## src/rtl/conv_mac_8_pkg.sv

```systemverilog
// Shared definitions for the layer-8 kernel MAC: FSM encoding, default layer
// sizes and the accumulator width derivation.
package conv_mac_8_pkg;

  localparam int KERN_S_8  = 4;
  localparam int COEFF_W_8 = 8;

  typedef enum logic [1:0] {
    ST_ACC   = 2'd0,
    ST_DRAIN = 2'd1,
    ST_OUT   = 2'd2
  } state_e;

  // Wide enough that KERN_SIZE full-scale products can never overflow.
  function automatic int acc_width(input int coeff_w, input int data_w, input int kern);
    return coeff_w + data_w + $clog2(kern);
  endfunction

endpackage

```

## src/rtl/conv_mac_8_mac_pipe.sv

```systemverilog
// Registered multiplier followed by a load/accumulate register.
// acc_nxt exposes the value the accumulator takes at the next edge.
module conv_mac_8_mac_pipe
  import conv_mac_8_pkg::*;
#(
  parameter int COEFF_W = COEFF_W_8,
  parameter int DATA_W  = 16,
  parameter int ACC_W   = acc_width(COEFF_W_8, 16, KERN_S_8)
) (
  input  logic                      clk,
  input  logic                      rst,
  input  logic                      vld_in,
  input  logic                      first_in,
  input  logic signed [COEFF_W-1:0] w,
  input  logic signed [DATA_W-1:0]  x,
  output logic signed [ACC_W-1:0]   acc_nxt
);

  localparam int PROD_W = COEFF_W + DATA_W;

  logic signed [PROD_W-1:0] prod_p0;
  logic                     vld_p0;
  logic                     first_p0;
  logic signed [ACC_W-1:0]  acc_p1;

  // Stage 1: product register
  always_ff @(posedge clk or posedge rst) begin
    if (rst) begin
      vld_p0   <= 1'b0;
      first_p0 <= 1'b0;
    end else begin
      vld_p0   <= vld_in;
      first_p0 <= first_in;
    end
  end

  always_ff @(posedge clk) begin
    if (vld_in) prod_p0 <= w * x;
  end

  // Stage 2: accumulator, loaded by the first product of a kernel
  always_comb begin
    acc_nxt = acc_p1;
    if (vld_p0) acc_nxt = first_p0 ? ACC_W'(prod_p0) : acc_p1 + ACC_W'(prod_p0);
  end

  always_ff @(posedge clk or posedge rst) begin
    if (rst) acc_p1 <= '0;
    else     acc_p1 <= acc_nxt;
  end

endmodule

```

## src/rtl/conv_mac_8.sv

```systemverilog
// Conv layer 8 kernel MAC: dot product of KERN_SIZE pairs, shift and saturate.
// Build option: CONV_RELU_EN clamps negative results to zero.
module conv_mac_8
  import conv_mac_8_pkg::*;
#(
  parameter int KERN_SIZE = KERN_S_8,
  parameter int COEFF_W   = COEFF_W_8,
  parameter int DATA_W    = 16,
  parameter int OUT_W     = 16,
  parameter int SHIFT     = 8
) (
  input  logic               ap_clk,
  input  logic               ap_rst,
  input  logic [COEFF_W-1:0] weight_V_dout,
  input  logic               weight_V_empty_n,
  output logic               weight_V_read,
  input  logic [DATA_W-1:0]  input_V_dout,
  input  logic               input_V_empty_n,
  output logic               input_V_read,
  output logic [OUT_W-1:0]   output_V_din,
  input  logic               output_V_full_n,
  output logic               output_V_write
);

  localparam int ACC_W = acc_width(COEFF_W, DATA_W, KERN_SIZE);
  localparam int CNT_W = $clog2(KERN_SIZE);
  localparam logic signed [ACC_W-1:0] SAT_MAX = ACC_W'((longint'(1) <<< (OUT_W - 1)) - 1);
  localparam logic signed [ACC_W-1:0] SAT_MIN = ~SAT_MAX;

  state_e                  state_q, state_d;
  logic [CNT_W-1:0]        cnt_q;
  logic                    cnt_last;
  logic                    rd_en;
  logic signed [ACC_W-1:0] acc_nxt;
  logic signed [OUT_W-1:0] res_q;

  function automatic logic signed [OUT_W-1:0] sat_res(input logic signed [ACC_W-1:0] v);
    logic signed [ACC_W-1:0] s;
    s = v >>> SHIFT;
`ifdef CONV_RELU_EN
    if (s < 0) s = '0;
`endif
    if (s > SAT_MAX)      return SAT_MAX[OUT_W-1:0];
    else if (s < SAT_MIN) return SAT_MIN[OUT_W-1:0];
    else                  return s[OUT_W-1:0];
  endfunction

  assign cnt_last = (cnt_q == CNT_W'(KERN_SIZE - 1));

  // Strobes are gated by reset so nothing is popped or pushed while held.
  always_comb begin
    state_d        = state_q;
    rd_en          = 1'b0;
    output_V_write = 1'b0;
    unique case (state_q)
      ST_ACC: begin
        if (weight_V_empty_n && input_V_empty_n && !ap_rst) begin
          rd_en = 1'b1;
          if (cnt_last) state_d = ST_DRAIN;
        end
      end
      ST_DRAIN: state_d = ST_OUT;
      ST_OUT: begin
        if (output_V_full_n && !ap_rst) begin
          output_V_write = 1'b1;
          state_d        = ST_ACC;
        end
      end
      default: state_d = ST_ACC;
    endcase
  end

  assign weight_V_read = rd_en;
  assign input_V_read  = rd_en;

  always_ff @(posedge ap_clk or posedge ap_rst) begin
    if (ap_rst) begin
      state_q <= ST_ACC;
      cnt_q   <= '0;
    end else begin
      state_q <= state_d;
      if (rd_en) cnt_q <= cnt_last ? '0 : cnt_q + 1'b1;
    end
  end

  conv_mac_8_mac_pipe #(
    .COEFF_W (COEFF_W),
    .DATA_W  (DATA_W),
    .ACC_W   (ACC_W)
  ) u_mac_pipe (
    .clk      (ap_clk),
    .rst      (ap_rst),
    .vld_in   (rd_en),
    .first_in (cnt_q == '0),
    .w        (weight_V_dout),
    .x        (input_V_dout),
    .acc_nxt  (acc_nxt)
  );

  // Result register: DRAIN folds in the last product as the result is captured
  always_ff @(posedge ap_clk or posedge ap_rst) begin
    if (ap_rst)                 res_q <= '0;
    else if (state_q == ST_DRAIN) res_q <= sat_res(acc_nxt);
  end

  assign output_V_din = res_q;

endmodule

```

## config.mk

```make
export PLATFORM = sky130hd
export DESIGN_NAME = conv_mac_8
export DESIGN_NICKNAME = d
export VERILOG_FILES = /design/src/rtl/conv_mac_8_pkg.sv /design/src/rtl/conv_mac_8_mac_pipe.sv /design/src/rtl/conv_mac_8.sv
export SDC_FILE = /design/constraint.sdc
export NUM_CORES = 1
export LEC_CHECK = 0
export BUFFER_PORTS_ARGS = -buffer_cell sky130_fd_sc_hd__buf_4
export CORE_MARGIN = 2
export CORE_UTILIZATION = 52
export DETAILED_ROUTE_END_ITERATION = 6
export PLACE_DENSITY = 0.78
export SYNTH_ARGS = -nofsm -noshare
export SYNTH_HDL_FRONTEND = slang
export SYNTH_SLANG_ARGS = --single-unit
export TNS_END_PERCENT = 1
```

## constraint.sdc

```tcl
create_clock -name ap_clk -period 7 [get_ports ap_clk]
set_input_delay 1.05 -clock ap_clk [delete_from_list [all_inputs] [get_ports ap_clk]]
set_output_delay 1.05 -clock ap_clk [all_outputs]
set_load 0.02 [all_outputs]
```

After elaboration in Yosys (flattened, before gate mapping)
Index checks and enable logic that the tools add are counted.
Word-level totals
  ROM bits: 0
  memories: 0
  memory bits (writable): 0
  bits of input ports: 29
  bits in latches: 0
  bits in registers: 72
Cells by class
  add/subtract/negate cells: 2
  $lt $le $gt $ge: 2
  muxes and demuxes: 13
  reductions and logical operators: 7
  div/mod/pow operators: 0
  shifts and indexed selects: 0
  multipliers: 1
  bitwise operators: 0
  equal/unequal tests: 6
Operators with widths (number)
  2-to-1 mux 26 bit: 2
  2-to-1 mux 16 bit: 2
  adder 26 x 24 -> 26 bit: 1
  multiplier 8 x 16 -> 24 bit: 1
  greater-than comparator 18 x 16 -> 1 bit, second input constant: 1
  less-than comparator 18 x 16 -> 1 bit, second input constant: 1
  2-to-1 mux 2 bit: 4
  inequality test 2 bit, second input constant: 3
  case mux 2 bit (3 select lines): 1
  equality test 2 bit, second input constant: 2
  zero test 2 bit: 2
  2-to-1 mux 1 bit: 4
  logical AND 1 bit: 3
  AND reduction 3 bit: 1
  adder 2 x 1 -> 2 bit, second input constant: 1
  equality test 2 x 1 -> 1 bit, second input constant: 1
  zero test 1 bit: 1

Depth between registers and ports, before layout
Gate-level depths: netlist of the first run.
  depth in word-level cells: 6
  gate-level depth with buffers: 21

Modules after synthesis
Synthesis of the first run repeated with hierarchy kept, for this count alone.
Second synthesis, totals
  cells, all modules: 971
  area, all modules: 8853.5 µm²
By module, submodules not included
  conv_mac_8_mac_pipe: cells an instance 847, instances 1, area an instance 7699.9 µm²
  conv_mac_8: cells an instance 124, instances 1, area an instance 1153.6 µm²

Least setup slack after synthesis of the first run
OpenSTA, ideal clock, no wires.
  kind: in2out
  start point: in ap_rst
  end point: out weight_V_read
  stages on the path: 2
  arrival: 4883 ps
  setup slack: 1067 ps
  data required time: 5950 ps
  cells stage by stage: nor4_1 -> buf_4
On the way
  word-level cells in the longest chain between the ends: 4
RTL lines
  from (decl): line conv_mac_8.sv:13  | input logic ap_rst,
  zero test 1 bit (no source line)
  logical AND 1 bit: line conv_mac_8.sv:57  | if (weight_V_empty_n && input_V_empty_n && !ap_rst) begin
  2-to-1 mux 1 bit: line conv_mac_8.sv:57
  2-to-1 mux 1 bit: line conv_mac_8.sv:55  | unique case (state_q)
  to (decl): line conv_mac_8.sv:16  | output logic weight_V_read,
No other way between the ends.

Worst setup path after layout of the first run
  start point: in weight_V_dout[7]
  end point: reg u_mac_pipe.prod_p0[22], data pin
On the way
  word-level cells in the longest chain between the ends: 1
RTL lines
  from (decl): line conv_mac_8.sv:14  | input logic [COEFF_W-1:0] weight_V_dout,
  multiplier 8 x 16 -> 24 bit: line conv_mac_8_mac_pipe.sv:38  | if (vld_in) prod_p0 <= w * x;
  to (signal assigned): line conv_mac_8_mac_pipe.sv:38
  to (decl): line conv_mac_8_mac_pipe.sv:21  | logic signed [PROD_W-1:0] prod_p0;
No other way between the ends.
A chain may end at the register's enable or synchronous reset.

==> results of run 1 <==
-- cells in the mapped netlist (all sizes together) --
master	count
a221o	15
nand4	3
clkbuf	14
nor4	1
nand2b	8
inv	160
nor3b	1
fa	104
mux2i	9
nor2b	7
buf	8
o41ai	2
xnor2	31
or3	5
o21a	3
o21bai	5
o211ai	2
a31oi	4
o41a	1
nor3	7
a31o	1
o21ai	28
a211o	3
a311oi	3
dfrtp	48
and2	93
a211oi	5
a21o	15
a2111oi	1
o31ai	3
xor2	10
nor2	75
and3	6
a21oi	73
o2111a	1
ha	72
edfxtp	24
mux2	2
a221oi	2
nand3b	1
nand3	10
nand2	42
a21boi	2
-- power by group through the flow --
stage / clock [mW] / combinational [mW] / sequential [mW]
floorplan: 0 / 2.22 / 0.812
global placement: 0 / 2.70 / 0.790
CTS: 0.458 / 2.80 / 0.790
global route: 0.478 / 3.19 / 0.812
detailed placement: 0 / 2.78 / 0.794
finish: 0.451 / 2.81 / 0.789
-- cells in the final DEF (no fill, tap or decap), drive strengths merged, types with 3 or more instances in the layout --
| cell | netlist | final |
|---|---|---|
| dfrtp | 48 | 48 |
| fa | 104 | 104 |
| edfxtp | 24 | 24 |
| ha | 72 | 72 |
| nand3 | 10 | 10 |
| clkbuf | 14 | 12 |
| inv | 160 | 162 |
| o31ai | 3 | 3 |
| nor2b | 7 | 7 |
| o21ai | 28 | 28 |
| xor2 | 10 | 10 |
| a211o | 3 | 3 |
| a311oi | 3 | 3 |
| mux2i | 9 | 9 |
| buf | 8 | 50 |
| nand4 | 3 | 3 |
| a221o | 15 | 15 |
| or3 | 5 | 5 |
| nor3 | 7 | 7 |
| nand2b | 8 | 8 |
| a21oi | 73 | 73 |
| o21bai | 5 | 5 |
| nand2 | 42 | 42 |
| nor2 | 75 | 75 |
| a21o | 15 | 15 |
| o21a | 3 | 3 |
| a31oi | 4 | 4 |
| xnor2 | 31 | 31 |
| and3 | 6 | 6 |
| a211oi | 5 | 5 |
| and2 | 93 | 93 |
-- layer usage --
metal	up-vias	wire, um
met5	-	0
met4	0	250
met3	18	552
met2	130	7840
met1	2970	7850
li1	3042	-
-- how the worst max path moves through the flow --
| stage | from | to | slack [ns] | cells past startpoint |
|---|---|---|---|---|
| after global placement | weight_V_dout[7] | u_mac_pipe.prod_p0[22] | 1.09 | 18 |
| after detailed placement | weight_V_dout[7] | u_mac_pipe.prod_p0[22] | 0.96 | 18 |
| after global routing | weight_V_dout[7] | u_mac_pipe.prod_p0[22] | 1.03 | 18 |
| final | weight_V_dout[7] | u_mac_pipe.prod_p0[22] | 1.32 | 18 |
| after CTS | weight_V_dout[7] | u_mac_pipe.prod_p0[22] | 1.32 | 18 |
| after floorplan | ap_rst | weight_V_read | 1.07 | 2 |
-- registers in the layout, indices dropped and copies added, names as in the netlist --
signal / count
u_mac_pipe.acc_p1: 26
u_mac_pipe.first_p0: 1
cnt_q: 2
u_mac_pipe.vld_p0: 1
state_q: 2
u_mac_pipe.prod_p0: 24
output_V_din: 16
-- cell type report --
| cell class | count | area share |
|---|---|---|
| Multi-Input combinational cell | 656 | 0.630 |
| Sequential cell | 72 | 0.204 |
| Inverter | 160 | 0.0639 |
| Timing Repair Buffer | 50 | 0.0399 |
| Tap cell | 220 | 0.0293 |
| Clock buffer | 12 | 0.0285 |
| Clock inverter | 4 | 0.00359 |
-- cell families after synthesis --
kind of cell,after synthesis,synth area share
mux,11,0.0131
simple gates,259,0.153
buf+inv,182,0.0875
fa+ha+maj,176,0.347
flops,72,0.224
xor+xnor,41,0.0418
compound gates,169,0.134
-- critical path: stages --
cell and delay [ns]:
buf_4 0.11, inv_1 0.39, nor2_1 0.16, fa_1 0.54
fa_1 0.52, fa_1 0.55, inv_1 0.06, fa_1 0.52
inv_1 0.04, ha_1 0.31, a21boi_1 0.15, o21a_1 0.19
o21ai_1 0.12, a21oi_1 0.12, a211o_1 0.28, a31oi_1 0.35
o31ai_1 0.13, xor2_1 0.15
-- through the flow --
| stage | util | total power, mW |
|---|---|---|
| floorplan | - | 3.04 |
| global placement | 0.557 | 3.49 |
| detailed placement | 0.557 | 3.57 |
| CTS | 0.575 | 4.05 |
| global route | 0.575 | 4.48 |
| finish | 0.575 | 4.05 |
==> metrics.md, run 1 <==
| Metric | Value |
|---|---|
| Via count | 6160 |
| Switching pwr | 1.85 mW |
| Share of power burned in combinational logic | 0.694 |
| Initial antenna violation count | 0 |
| N_diodes | 0 |
| Clk_lat worst skew | 0.34 ns |
| GRT Total Usage | 0.200 |
| Library cells used by synthesis | 60 |
| RePlAce Congestion | 0.888 |
| Pin count of the biggest net entering global routing | 50 |
| Hold Path Class | register to register |
| Sequential power share | 0.195 |
| Worst hold slack | between 0.5 and 0.6 ns |
| Final slew viol count | 0 |
| H-tree depth | 3 |
| Switching share of total power | 0.457 |
| Hold path depth | 1 |
| RSZ-0062 raised after global routing | false |
| Die area | between 0.015 and 0.02 mm^2 |
| Placement Setup Slack | around 0.96 ns |
| Fin crit share | 0.811 |
| Power per cell area | 430 mW/mm^2 |
| Finish-stage setup viols | 0 |
| Clock sinks | 72 |
| Register bit total from synthesis | 72 |
| Vias in the first global route | 6190 |
| Area of the core | between 0.015 and 0.02 mm^2 |
| R2r worst-path depth | 13 |
| Reg-to-reg critical path startpoint | u_mac_pipe.prod_p0[0] |
| Layout area overhead | 9.39% |
| DRC errors left | 0 |
| Top cell type by total area after synthesis | fa_1 |
| CTS clk-pin slew, worst paths | 0.06 ns |
| Yosys warnings | 0 |
| Clock power frac | 0.111 |
| Relative slew slack | 0.327 |
| Final Hold Vio Count | 0 |
| Layout filler cell count | ~1.5k |
| Final HPWL from detailed placement | 13200 um |
| Final ANT Viol Nets | 0 |
| Met1 GRT Util | 0.280 |
| Grt ovf | 0 |
| Top-area cell type share of the netlist area | 0.242 |
| Post-CTS sizing | 0 |
| VDD IR max | 0.205 mV |
| Share of post-route cells with drive strength above 1 | 0.0891 |
| I/O Buffers | 47 |
| Final wirelength | 16500 um |
| DR vias/cell | 5.25 |
| DP Cell Count | 1158 |
| Critical path endpoint category | register |
| Cell Int Power | about 2.2 mW |
| Synth area leaders | fa_1 (24%), dfrtp_1 (14%), ha_1 (10%), edfxtp_1 (8.4%), inv_1 (6.9%) |
| F_max | ~180 MHz |
| Initial DRC Count | 334 |
| Mapped Nets | 1115 |
| Grt met2 use | 0.332 |
| Post-Syn Area | 0.00860 mm^2 |
| Worst min-delay path startpoint | output_V_din[15] |
| Global-route wire length before repair | 28900 um |
| Hold-fix buffers, CTS | 0 |
| Lkg Pwr | 4.50 nW |
| Most Crowded Layer GR | met2 |
| Initial Utilization | 0.526 |
| Reg2reg end | output_V_din[5] |
| Setup TNS | 0 ns |
| Post-synthesis sequential area ratio | 0.224 |
| Met3 GRT Util | 0.0180 |
| I/O pins | 48 |
| Skew final | about 0.0082 ns |
| Row Count | 47 |
| Run status | finished, final reports clean |
| Max Root-Sink Buffers | 2 |
| Setup ws final | 1.32 ns |
| Mapped Cells | 910 |
| Final Net Count | 1154 |
| Max-Cap Viols | 0 |
| Die width | 133 um |
| Worst hold path endpoint | output_V_din[15] |
| Clock root cell | clkbuf_16 |
| Worst endpoint required time | slightly above 7 ns |
| DRT Pass-1 Iters | 4 |
| TritonCTS buffer count | 9 |
| Post-CTS Repair Setup Buffers | 0 |
| Tmin final | 5.68 ns |
| Reg-to-reg slack, setup | 3.45 ns |
| Layout Cells excl Fill | 1174 |
| Sequential Area | 0.00192 mm^2 |
| Post-route cell area | 0.00940 mm^2 |
| Dpl cell area | around 0.0091 mm^2 |
| WS Path Type | input pin to register |
| CP startpoint kind | input pin |
| CP Max Fanout | 16 |
| TritonCTS clock tree | done |
| Multi-input gate area | 0.00593 mm^2 |
| Die Ht | 133 um |
| Synth Area per Inst | 9.45 um^2 |
| Slew @ Worst Pin | slightly above 1 ns |
| Crit path DAT | around 5.8 ns |
| DR WL/cell | 14.0 um |
Power figures use the tool's default switching activity.
==> run 2, diff against run 1 <==
Settings changed: PLACE_DENSITY 0.78 to 0.8.
Clock period 7 ns to 5.1 ns, I/O delays scaled along.
==> run 2 against run 1 <==
Compared with the run above:
- die area is the same
- highest routed layer unchanged
- flip-flop and latch count is the same
- sequential power grew 37%
- worst hold slack gained 0.012 ns
- cell area grew 4.7%
- clock skew shrank 0.0032 ns
- routed wire length grew 2.2%
==> metrics.md, run 2 (synthesized netlist as in run 1, its figures left out) <==
| Metric | Value |
|---|---|
| Run status | finished, final reports clean |
| Lkg Pwr | 4.76 nW |
| Multi-input gate area | around 0.006 mm^2 |
| Leading cell type in the layout, fill and taps excluded | inv_1 |
| Power per cell area | roughly 610 mW/mm^2 |
| Fin crit share | 0.967 |
| Tmin final | 4.93 ns |
| Setup ws final | 0.170 ns |
| Core Util, Final | 0.602 |
| Final slew viol count | 0 |
| H-tree depth | 3 |
| Most frequent cells in the layout | inv_1 (157), fa_1 (104), buf_4 (98) |
| Global-route wire length before repair | 29900 um |
| Slew @ Worst Pin | 0.988 ns |
| Die Ht | 133 um |
| R2r worst-path depth | 13 |
| DR vias/cell | 5.18 |
| Grt ovf | 0 |
| Worst min-delay path startpoint | output_V_din[15] |
| Area of the core | 0.0163 mm^2 |
| Vias in the first global route | 6538 |
| Post-route cell area | slightly below 0.01 mm^2 |
| Layout area overhead | 14.5% |
| Final Hold Vio Count | 0 |
| Relative slew slack | 0.341 |
| Final HPWL from detailed placement | 13800 um |
| Most Crowded Layer GR | met2 |
| Dpl cell area | 0.00947 mm^2 |
| Initial antenna violation count | 0 |
| Crit path DAT | around 5.0 ns |
| Pin count of the biggest net entering global routing | 50 |
| Clk_lat worst skew | around 0.34 ns |
| Reg-to-reg critical path startpoint | u_mac_pipe.prod_p0[0] |
| DRC errors left | 0 |
| WS Path Type | input pin to register |
| I/O Buffers | 47 |
| Row Count | 47 |
| Share of post-route cells with drive strength above 1 | 0.144 |
| Hold Path Class | register to register |
| Grt met2 use | 0.353 |
| Power Total | between 6 and 7 mW |
| Final wirelength | 16900 um |
| DR WL/cell | 13.8 um |
| Sequential Area | between 0.0015 and 0.002 mm^2 |
| Met1 GRT Util | 0.283 |
| Hold path depth | 1 |
| Max reg flops | 26 |
| RePlAce Congestion | 0.904 |
| TritonCTS buffer count | 9 |
| CP Max Fanout | 10 |
| DRT Pass-1 Iters | 4 |
| Post-CTS Repair Setup Buffers | 0 |
| Final ANT Viol Nets | 0 |
| F_max | ~200 MHz |
| Worst endpoint required time | 5.20 ns |
| Final Net Count | 1202 |
| Initial DRC Count | ~320 |
| Largest register by flop count | u_mac_pipe.acc_p1 |
| CTS clk-pin slew, worst paths | 0.06 ns |
| Met3 GRT Util | 0.0241 |
| Reg2reg end | output_V_din[13] |
| Die width | 133 um |
| Reg-to-reg slack, setup | 1.71 ns |
| Clock root cell | clkbuf_16 |
| Clock sinks | 72 |
| Placement Setup Slack | -0.307 ns |
| TritonCTS clock tree | done |
| Layout filler cell count | 1417 |
| Via count | 6331 |
| CP startpoint kind | input pin |
| Worst hold slack | roughly 0.51 ns |
| Skew final | 0.00495 ns |
| Die area | 0.0176 mm^2 |
| Initial Utilization | 0.526 |
| VDD IR max | 0.351 mV |
| N_diodes | 0 |
| GRT Total Usage | 0.206 |
| Finish-stage setup viols | 0 |
| Max Root-Sink Buffers | 2 |
| I/O pins | 48 |
| Critical path endpoint category | register |
| Max-Cap Viols | 0 |
| Worst hold path endpoint | output_V_din[15] |
[run 2: cell types whose count changed in the layout (fill, tap and decap cells not counted), moves of 2 or more]
cell,delta
buf_4,+48
inv_6,+2
o41ai_2,+2
o41ai_1,-2
o21ai_2,+2
[run 2: final cells by class]
type                    count  share of cell area
clock buffers              10              0.0243
repair buffers             98              0.0747
flip-flops and latches     72               0.195
inverters                 160              0.0610
well taps                 220              0.0280
multi-input cells         656               0.610
clock inverters             6             0.00724
[run 2: power breakdown]
part           internal (mW)  switching [mW]
Sequential             0.940           0.143
Clock                  0.399           0.255
Combinational           1.97            2.31
Total                   3.31            2.71
[run 2: metal layers]
layer / vias up / wire [um]
li1: 3132 / -
met1: 3049 / 7880
met2: 126 / 8210
met3: 24 / 504
met4: 0 / 266
met5: - / 0
[run 2: stage by stage]
stage | instances | setup TNS, ns
2_1_floorplan | 910 | -0.440
3_3_place_gp | 1206 | -0.893
3_5_place_dp | 1206 | -1.85
4_1_cts | 1222 | 0
5_1_grt | 1222 | -0.0624
6_report | 1222 | 0
[run 2: worst max-delay path, cell delays in order]
cell      delay (ns)
buf_4           0.14
buf_4           0.16
and2_1          0.16
fa_1            0.55
fa_1            0.46
fa_1            0.56
inv_1           0.06
fa_1            0.53
inv_1           0.04
ha_1            0.31
nand2_1         0.10
o21ai_2         0.22
a211oi_2        0.11
o21a_1          0.22
o41ai_2         0.36
a21oi_1         0.12
xnor2_1         0.13
[run 2: worst max-delay path by stage]
stage	startpoint	end	slack, ns
5_1_grt	input_V_dout[0]	u_mac_pipe.prod_p0[21]	-0.06
4_1_cts	input_V_dout[0]	u_mac_pipe.prod_p0[23]	0.05
6_report	weight_V_dout[3]	u_mac_pipe.prod_p0[23]	0.17
3_3_place_gp	input_V_dout[0]	u_mac_pipe.prod_p0[22]	-0.18
2_1_floorplan	weight_V_dout[7]	u_mac_pipe.prod_p0[22]	-0.12
3_5_place_dp	input_V_dout[0]	u_mac_pipe.prod_p0[23]	-0.31
[run 2: timing repair]
item                                    4_1_cts  5_1_grt
hold buffers                                  0        0
hold endpoints to repair                      0        0
endpoints found under the setup margin        0        8
gates resized for setup                       0       12
==> run 3, diff against run 2 <==
Settings changed: CORE_UTILIZATION 52 to 43, GPL_TIMING_DRIVEN set to 0, PLACE_DENSITY 0.8 to 0.7.
==> run 3 against run 2 <==
Compared with the run above:
- utilization shrank 9.9 points
- cell count grew 1.7%
- clock power shrank 14%
- critical path type unchanged
- critical endpoint is now u_mac_pipe.prod_p0[21]
- highest routed layer unchanged
==> metrics.md, run 3 (synthesized netlist as in run 1, its figures left out) <==
| Metric | Value |
|---|---|
| Run status | finished, final reports clean |
| TritonCTS buffer count | 9 |
| Core Util, Final | 0.504 |
| Critical path endpoint category | register |
| GRT Total Usage | 0.170 |
| Reg2reg end | output_V_din[7] |
| Global-route wire length before repair | 29800 um |
| Final Net Count | about 1.2k |
| Die area | 0.0211 mm^2 |
| Layout filler cell count | roughly 1.9k |
| Placement Setup Slack | -0.900 ns |
| Tmin final | 4.97 ns |
| Lkg Pwr | about 4.6 nW |
| Max reg flops | 26 |
| I/O Buffers | between 40 and 50 |
| Hold Path Class | input pin to asynchronous set/reset pin |
| Share of post-route cells with drive strength above 1 | 0.133 |
| DRT Pass-1 Iters | 4 |
| Clock sinks | 72 |
| DR WL/cell | 13.9 um |
| DRC errors left | 0 |
| Final wirelength | 17300 um |
| CP startpoint kind | input pin |
| F_max | approximately 200 MHz |
| DR vias/cell | 4.98 |
| Final Hold Vio Count | 0 |
| Relative slew slack | 0.404 |
| Critical path destination | u_mac_pipe.prod_p0[21] |
| Worst endpoint required time | a little over 5 ns |
| Die Ht | 145 um |
| Via count | 6185 |
| Final ANT Viol Nets | 0 |
| N_diodes | 0 |
| Area of the core | approximately 0.02 mm^2 |
| Setup ws final | 0.127 ns |
| CP Max Fanout | 7 |
| Leading cell type in the layout, fill and taps excluded | inv_1 |
| Max-Cap Viols | 0 |
| Fin crit share | 0.975 |
| TritonCTS clock tree | done |
| Row Count | 51 |
| Power Total | 5.83 mW |
| Most frequent cells in the layout | inv_1 (156), fa_1 (104), and2_1 (93) |
| Clk_lat worst skew | 0.34 ns |
| Hold-fix buffers, CTS | 0 |
| Vias in the first global route | 6364 |
| Reg-to-reg slack, setup | 1.79 ns |
| CTS clk-pin slew, worst paths | around 0.06 ns |
| Worst hold slack | 0.353 ns |
| Slew @ Worst Pin | just under 0.9 ns |
| Final slew viol count | 0 |
| Initial DRC Count | 351 |
| CP Launch Point | weight_V_dout[4] |
| Setup TNS | 0 ns |
| Finish-stage setup viols | 0 |
| Final HPWL from detailed placement | about 14000 um |
| WS Path Type | input pin to register |
| VDD IR max | between 0.2 and 0.25 mV |
| Clock root cell | clkbuf_16 |
| Die width | 145 um |
| Reg-to-reg critical path startpoint | u_mac_pipe.prod_p0[0] |
| Grt ovf | 0 |
| I/O pins | 48 |
| Initial antenna violation count | 0 |
| Crit path DAT | 5.06 ns |
| Power per cell area | 593 mW/mm^2 |
| H-tree depth | 3 |
| R2r worst-path depth | 14 |
| Max Root-Sink Buffers | 2 |
| Largest register by flop count | u_mac_pipe.acc_p1 |
| Pin count of the biggest net entering global routing | 43 |
| Layout area overhead | 14.4% |
| RePlAce Congestion | 0.877 |
| Initial Utilization | 0.440 |
| Skew final | 0.00937 ns |
## run 3: cell types whose count changed in the layout (fill, tap and decap cells not counted), sizes merged
| cell | change |
|---|---|
| clkinvlp | +2 |
| bufinv | -1 |
| clkbuf | +7 |
| clkinv | +2 |
| buf | -30 |
| inv | -4 |
## run 3: stage by stage
step	instance area, um^2	instances
2_1_floorplan	8600	910
3_3_place_gp	9290	1222
3_5_place_dp	9330	1224
4_1_cts	9650	1237
5_1_grt	9830	1243
6_report	9830	1243
## run 3: per-layer routing
metal / share of wire / global-route usage / vias to the layer above
li1: - / - / 3099
met1: 0.47 / 0.234 / 2913
met2: 0.46 / 0.281 / 150
met3: 0.052 / 0.0257 / 23
met4: 0.014 / 0.0456 / 0
met5: 0 / 0 / -
## run 3: worst max-delay path: stages
cell	delay [ns]
buf_4	0.15
buf_8	0.13
buf_4	0.15
and2_1	0.16
fa_1	0.56
fa_1	0.44
fa_1	0.54
inv_1	0.05
fa_1	0.55
inv_1	0.05
ha_1	0.34
and3_1	0.21
a211oi_2	0.09
o21a_2	0.25
o41ai_2	0.36
a21oi_1	0.12
xnor2_1	0.13
## run 3: layout make-up
cell class              count  area, um^2  area share
well taps                 265         332      0.0337
clock inverters             5        33.8     0.00344
multi-input cells         656        6080       0.618
plain buffers              18         181      0.0185
clock buffers              10         229      0.0233
inverters                 160         604      0.0615
flip-flops and latches     72        1920       0.195
repair buffers             57         452      0.0459
## run 3: what timing repair did
action / in CTS / in global routing
setup endpoints to repair: 8 / 8
gates resized for setup: 16 / 29
buffers inserted: 2 / 6
pin swaps: 2 / 19
## run 3: worst min-delay path by stage
stage / to / cells past startpoint / startpoint
finish: state_q[0] / 2 / ap_rst
global route: u_mac_pipe.vld_p0 / 2 / ap_rst
CTS: state_q[0] / 2 / ap_rst
detailed placement: output_V_din[10] / 1 / output_V_din[10]
global placement: output_V_din[15] / 1 / output_V_din[15]
floorplan: u_mac_pipe.acc_p1[19] / 2 / u_mac_pipe.acc_p1[19]
## run 3: where the power goes
part	total, mW	switching [mW]	internal (mW)
sequential	1.09	0.148	0.941
clock	0.562	0.235	0.327
combinational	4.18	2.30	1.88
